## src/rtl/leds_racer_pkg.sv

```systemverilog
// Shared definitions for the LEDs racer game core: player indices,
// the move/frame arbiter state encoding and the default pending-counter width.
package leds_racer_pkg;

  localparam logic [1:0] BLUE   = 2'd0;
  localparam logic [1:0] RED    = 2'd1;
  localparam logic [1:0] GREEN  = 2'd2;
  localparam logic [1:0] YELLOW = 2'd3;

  localparam int PEND_W_DEF = 2;

  typedef enum logic [1:0] {
    IDLE      = 2'd0,
    GRANT     = 2'd1,
    FRAME     = 2'd2,
    WAIT_DONE = 2'd3
  } arb_state_t;

endpackage

```

## src/rtl/move_frame_arbiter_if.sv

```systemverilog
// Button/move/frame signal bundle of the arbiter. The master modport is the
// arbiter itself; the slave modport is the surrounding game logic.
interface move_frame_arbiter_if;

  logic [3:0] press_in;
  logic       enable;
  logic       move_valid;
  logic [1:0] move_player;
  logic       move_ready;
  logic       frame_start;
  logic       frame_busy;
  logic       frame_done;
  logic [3:0] pending;
  logic [3:0] dropped;
  logic       timeout_flag;

  modport master (
    input  press_in, enable, move_ready, frame_busy, frame_done,
    output move_valid, move_player, frame_start, pending, dropped, timeout_flag
  );

  modport slave (
    output press_in, enable, move_ready, frame_busy, frame_done,
    input  move_valid, move_player, frame_start, pending, dropped, timeout_flag
  );

endinterface

```

## src/rtl/rr_pick4.sv

```systemverilog
// Combinational rotate-priority picker over four requesters: the first set
// request at or after start (wrapping) wins.
module rr_pick4 (
  input  logic [3:0] req,
  input  logic [1:0] start,
  output logic [1:0] grant,
  output logic       any
);

  // Scan from the farthest offset down so the nearest request overwrites last.
  always_comb begin
    grant = start;
    for (int k = 3; k >= 0; k--) begin
      if (req[start + 2'(k)]) grant = start + 2'(k);
    end
  end

  assign any = |req;

endmodule

```

## src/rtl/move_frame_arbiter.sv

```systemverilog
// Queues per-player press pulses and grants them round-robin, one LED-line
// frame per accepted move. Optional frame watchdog: define ARB_TIMEOUT_EN.
module move_frame_arbiter
  import leds_racer_pkg::*;
#(
  parameter int PEND_W      = PEND_W_DEF,
  parameter int TIMEOUT_CYC = 4_000_000
) (
  input logic                  clk,
  input logic                  rst_n,
  move_frame_arbiter_if.master bus
);

  localparam logic [PEND_W-1:0] CNT_MAX = {PEND_W{1'b1}};

  arb_state_t        state, state_nxt;
  logic [PEND_W-1:0] cnt [4];
  logic [3:0]        req;
  logic [3:0]        drop_q;
  logic [1:0]        rr_ptr, pick, player;
  logic              any_req, accept, launch, wd_expire, timeout_q;

  always_comb begin
    for (int i = 0; i < 4; i++) req[i] = (cnt[i] != '0);
  end

  rr_pick4 u_pick (
    .req   (req),
    .start (rr_ptr),
    .grant (pick),
    .any   (any_req)
  );

  assign accept = (state == GRANT) && bus.move_ready && bus.enable;

  always_comb begin
    state_nxt = state;
    launch    = 1'b0;
    if (!bus.enable) begin
      state_nxt = IDLE;
    end else begin
      case (state)
        IDLE:      if (any_req) state_nxt = GRANT;
        GRANT:     if (bus.move_ready) state_nxt = FRAME;
        FRAME: begin
          if (!bus.frame_busy) begin
            launch    = 1'b1;
            state_nxt = WAIT_DONE;
          end
        end
        WAIT_DONE: if (bus.frame_done || wd_expire) state_nxt = IDLE;
        default:   state_nxt = IDLE;
      endcase
    end
  end

  always_ff @(posedge clk or negedge rst_n) begin
    if (!rst_n) state <= IDLE;
    else        state <= state_nxt;
  end

  always_ff @(posedge clk or negedge rst_n) begin
    if (!rst_n) begin
      player <= '0;
      rr_ptr <= '0;
    end else begin
      if (state == IDLE && bus.enable && any_req) player <= pick;
      if (accept) rr_ptr <= player + 2'd1;
    end
  end

  // A press and a grant on the same player cancel; a press at saturation is lost.
  always_ff @(posedge clk or negedge rst_n) begin
    if (!rst_n) begin
      for (int i = 0; i < 4; i++) cnt[i] <= '0;
      drop_q <= '0;
    end else begin
      for (int i = 0; i < 4; i++) begin
        if (!bus.enable) begin
          cnt[i] <= '0;
        end else if (bus.press_in[i] && !(accept && player == 2'(i))) begin
          if (cnt[i] == CNT_MAX) drop_q[i] <= 1'b1;
          else                   cnt[i]    <= cnt[i] + PEND_W'(1);
        end else if (!bus.press_in[i] && accept && player == 2'(i)) begin
          cnt[i] <= cnt[i] - PEND_W'(1);
        end
      end
    end
  end

`ifdef ARB_TIMEOUT_EN
  localparam int WD_W = $clog2(TIMEOUT_CYC + 1);

  logic [WD_W-1:0] wd_cnt;

  assign wd_expire = (state == WAIT_DONE) && (wd_cnt == WD_W'(TIMEOUT_CYC - 1));

  always_ff @(posedge clk or negedge rst_n) begin
    if (!rst_n) begin
      wd_cnt    <= '0;
      timeout_q <= 1'b0;
    end else begin
      wd_cnt <= (state == WAIT_DONE) ? wd_cnt + WD_W'(1) : '0;
      if (wd_expire && !bus.frame_done && bus.enable) timeout_q <= 1'b1;
    end
  end
`else
  logic unused_cfg;

  assign unused_cfg = (TIMEOUT_CYC != 0);
  assign wd_expire  = 1'b0;
  assign timeout_q  = 1'b0;
`endif

  assign bus.move_valid   = (state == GRANT);
  assign bus.move_player  = player;
  assign bus.frame_start  = launch;
  assign bus.pending      = req;
  assign bus.dropped      = drop_q;
  assign bus.timeout_flag = timeout_q;

endmodule

```

## src/flat_wrapper.sv

```systemverilog
// flat-port wrapper written by rule: the top's interface ports become plain ports
module move_frame_arbiter_flat import leds_racer_pkg::*;
#(
  parameter int PEND_W      = PEND_W_DEF,
  parameter int TIMEOUT_CYC = 4_000_000
)
  (clk, rst_n, bus_press_in, bus_enable, bus_move_ready, bus_frame_busy, bus_frame_done, bus_move_valid, bus_move_player, bus_frame_start, bus_pending, bus_dropped, bus_timeout_flag);
  move_frame_arbiter_if bus_i ();
  input logic clk;
  input logic rst_n;
  input wire logic [$bits(bus_i.press_in)-1:0] bus_press_in;
  input wire logic [$bits(bus_i.enable)-1:0] bus_enable;
  input wire logic [$bits(bus_i.move_ready)-1:0] bus_move_ready;
  input wire logic [$bits(bus_i.frame_busy)-1:0] bus_frame_busy;
  input wire logic [$bits(bus_i.frame_done)-1:0] bus_frame_done;
  output wire logic [$bits(bus_i.move_valid)-1:0] bus_move_valid;
  output wire logic [$bits(bus_i.move_player)-1:0] bus_move_player;
  output wire logic [$bits(bus_i.frame_start)-1:0] bus_frame_start;
  output wire logic [$bits(bus_i.pending)-1:0] bus_pending;
  output wire logic [$bits(bus_i.dropped)-1:0] bus_dropped;
  output wire logic [$bits(bus_i.timeout_flag)-1:0] bus_timeout_flag;
  assign bus_i.press_in = bus_press_in;
  assign bus_i.enable = bus_enable;
  assign bus_i.move_ready = bus_move_ready;
  assign bus_i.frame_busy = bus_frame_busy;
  assign bus_i.frame_done = bus_frame_done;
  assign bus_move_valid = bus_i.move_valid;
  assign bus_move_player = bus_i.move_player;
  assign bus_frame_start = bus_i.frame_start;
  assign bus_pending = bus_i.pending;
  assign bus_dropped = bus_i.dropped;
  assign bus_timeout_flag = bus_i.timeout_flag;
  move_frame_arbiter #(.PEND_W(PEND_W), .TIMEOUT_CYC(TIMEOUT_CYC)) u_core (.clk(clk), .rst_n(rst_n), .bus(bus_i));
endmodule
```

## config.mk

```make
export PLATFORM = sky130hd
export DESIGN_NAME = move_frame_arbiter_flat
export DESIGN_NICKNAME = d
export VERILOG_FILES = /design/src/rtl/leds_racer_pkg.sv /design/src/rtl/move_frame_arbiter_if.sv /design/src/rtl/rr_pick4.sv /design/src/rtl/move_frame_arbiter.sv /design/src/flat_wrapper.sv
export SDC_FILE = /design/constraint.sdc
export NUM_CORES = 1
export LEC_CHECK = 0
export CAP_MARGIN = 25
export CORE_AREA = 2 2 63 65
export CTS_CLUSTER_SIZE = 12
export DETAILED_ROUTE_END_ITERATION = 8
export DIE_AREA = 0 0 65 67
export PLACE_DENSITY_LB_ADDON = 0.15
export SLEW_MARGIN = 30
export SYNTH_ARGS = -nofsm -noshare
export SYNTH_HDL_FRONTEND = slang
export SYNTH_SLANG_ARGS = --single-unit
```

## constraint.sdc

```tcl
create_clock -name clk -period 3.3 [get_ports clk]
set_input_delay 0.33 -clock clk [delete_from_list [all_inputs] [get_ports clk]]
set_output_delay 0.33 -clock clk [all_outputs]
set_load 0.05 [all_outputs]
```

==> impl_metrics.toml <==
[routing]
vias_per_cell = 4.96
wl_per_cell_um = 13.1
drt-pass1-iter-count = 4
routed_wl_um = 2490
drc_errors = 0
antenna_left = 0
drtIter0Drc = 77
vias = 943

[worst_hold_path]
hp-class = "in2async"

[timing]
worst_pin_slew_ps = 513
grt_setup_unrepaired = "no"
hold_ws_ps = -1.10
setup_viol = 0
period_needed_ps = 2320
skew_ps = 1.03
setup_ws_ps = 979
slew_viol_final = 0
maxSlewHeadroom_pct = 65.7
hold_viol_final = 1
fin_setup_tns_ps = 0
finalCritPeriodShare_pct = 70.3
max_freq_ghz = 0.431

[setup_path]
reg2reg_depth = 6
worstSetupStartpointType = "input port"
cp.required_ps = 2970
timing_worst_setup_path_type = "in2out"
endpoint_kind = "primary output"
cp.arrival_ps = 1990
cp_max_fo = 6

[logic_synthesis]
synth_area_leader_cell = "dfrtp_1"
synthFlopType = "dfrtp_1"
synth_top_area_share_pct = 39.4
yosysWarnings = 0
synth_edf_count = 0
syn_nets = 137
synth_common_cells = "dfrtp_1 (18), inv_1 (12), a21oi_1 (9)"
syn_avg_cell_area_um2 = 9.61
synthArstFlopShare_pct = 100
syn_area_um2 = 1140
synth_seq_cells = 18
ys_seq_area_share_pct = 39.4
synth.most_common_cell = "dfrtp_1"
synth_cell_types = 37
syn_inst = 119
synth_area_leaders = "dfrtp_1 (39%), ha_1 (8.8%), mux2i_1 (4.4%)"

[place]
port-buffer-count = 21
gp_congestion = 0.752
place_ws_ps = 962
post-dp-hpwl_um = 1890

[grt]
grt_max_degree = 19
track_usage_pct = 13.0
grt.overflow.total = 0
grt_pass1_wl_um = 4240
antenna_found_initial = 0
first_global_vias = 878

[final_layout]
fill_cells = 358
final-seq-area_um2 = 450
syn_to_final_growth_pct = 27.2
antennaDiodeCount = 0
final_nets = 161
multiInputGateArea_um2 = 621
drive_gt1_share_pct = 14.1

[clocking]
cts_hold_buf = 0
clock_latency_ps = 260
cts_buffers = 3
clk_pin_slew_ps = 70
h-tree-depth = 1
cts_tree = "built"
clkSinkCount = 18
post_cts_buffers = 0
post_cts_resized = 0
cts_max_path_buffers = 2
cts_root_buf = "clkbuf_8"

[pwr]
p_per_area_nw_per_um2 = 781
ir_drop_v = 0.000249
power_leakage_nw = 0.663

[die]
initial_core_util_pct = 31.7
fp.coreArea_um2 = 3610
die_y_um = 67
rows = 22
die_w_um = 65
boundaryPins = 23
die_area_um2 = 4360

[flow_run]
drv_cap = 0

[outcome]
status = "finished with violations"
violations = "hold timing"
-- cell usage in the layout (no fill, tap or decap), drive strengths merged, types with 2 or more instances in the layout --
cell and count:
inv 15, and2 4, nor3 2, ha 8
a21oi 9, o31ai 4, buf 2, nor2 9
o21ai 7, mux2 2, clkbuf 4, a211oi 2
nand4 4, dfrtp 18, nand2 7, a21o 3
a41o 4, mux2i 5, clkdlybuf4s50 20
-- kinds of logic (layout without fill, tap and decap cells) --
kind of cell,Yosys count,after routing,synth area share (%)
other,1,1,0.328
AOI/OAI and AO/OA,36,36,22.1
adders and majority gates,8,8,8.75
DFF,18,18,39.4
and+or+nand+nor,31,31,16.4
buffers and inverters,18,41,6.34
muxes,7,7,6.67
-- per-stage QoR --
stage / power, mW / cells / utilization [%] / cell area (µm²) / hold slack (ps)
after floorplan: 0.783 / 119 / - / 1140 / 34.4
after global placement: 0.956 / 186 / 39.0 / 1410 / 451
after detailed placement: 0.963 / 186 / 39.0 / 1410 / 456
after global routing: 1.21 / 190 / 40.4 / 1460 / 33.6
final: 1.14 / 190 / 40.4 / 1460 / -1.10
after CTS: 1.15 / 190 / 40.5 / 1460 / 473
-- state kept, by name, summed over array words and instances, names as in the netlist --
signal / flops
u_core.bus.dropped: 4
u_core.bus.move_player: 2
u_core.cnt: 8
u_core.rr_ptr: 2
u_core.state: 2
-- area by class of cell --
type	instances	share of cell area, %
Sequential cell	18	31.0
Tap cell	48	4.13
Multi-Input combinational cell	83	42.6
Inverter	15	3.87
Timing Repair Buffer	22	14.6
Clock buffer	4	3.78
-- critical path, cell delays in order --
cell             delay, ps
clkdlybuf4s50_1        480
inv_1                  130
nor3b_1                220
clkdlybuf4s50_1        830
-- per-layer routing --
| metal | wire, µm | GRT usage (%) | up-vias |
|---|---|---|---|
| met5 | 0 | 0 | - |
| met4 | 35 | 6.38 | 0 |
| met3 | 68 | 2.03 | 4 |
| met2 | 1170 | 21.1 | 16 |
| met1 | 1220 | 16.6 | 447 |
| li1 | - | - | 476 |
-- power breakdown --
| part | internal (mW) | switching, mW |
|---|---|---|
| combinational | 0.231 | 0.354 |
| sequential | 0.288 | 0.0785 |
| clock | 0.106 | 0.0793 |
| total | 0.625 | 0.512 |
-- final timing paths --
check / start / to / slack [ps]
max: bus_enable / bus_frame_start / 980
min: rst_n / u_core.cnt[4]$_DFFE_PN0P_ / -1
max reg2reg: u_core.state[1]$_DFFE_PN0P_ / u_core.cnt[2]$_DFFE_PN0P_ / 1650
min reg2reg: u_core.bus.dropped[3]$_DFFE_PN0P_ / u_core.bus.dropped[3]$_DFFE_PN0P_ / 460
max in group asynchronous: rst_n / u_core.bus.dropped[1]$_DFFE_PN0P_ / 3000
min in group clk: u_core.bus.dropped[3]$_DFFE_PN0P_ / u_core.bus.dropped[3]$_DFFE_PN0P_ / 460
Power figures use the tool's default switching activity.
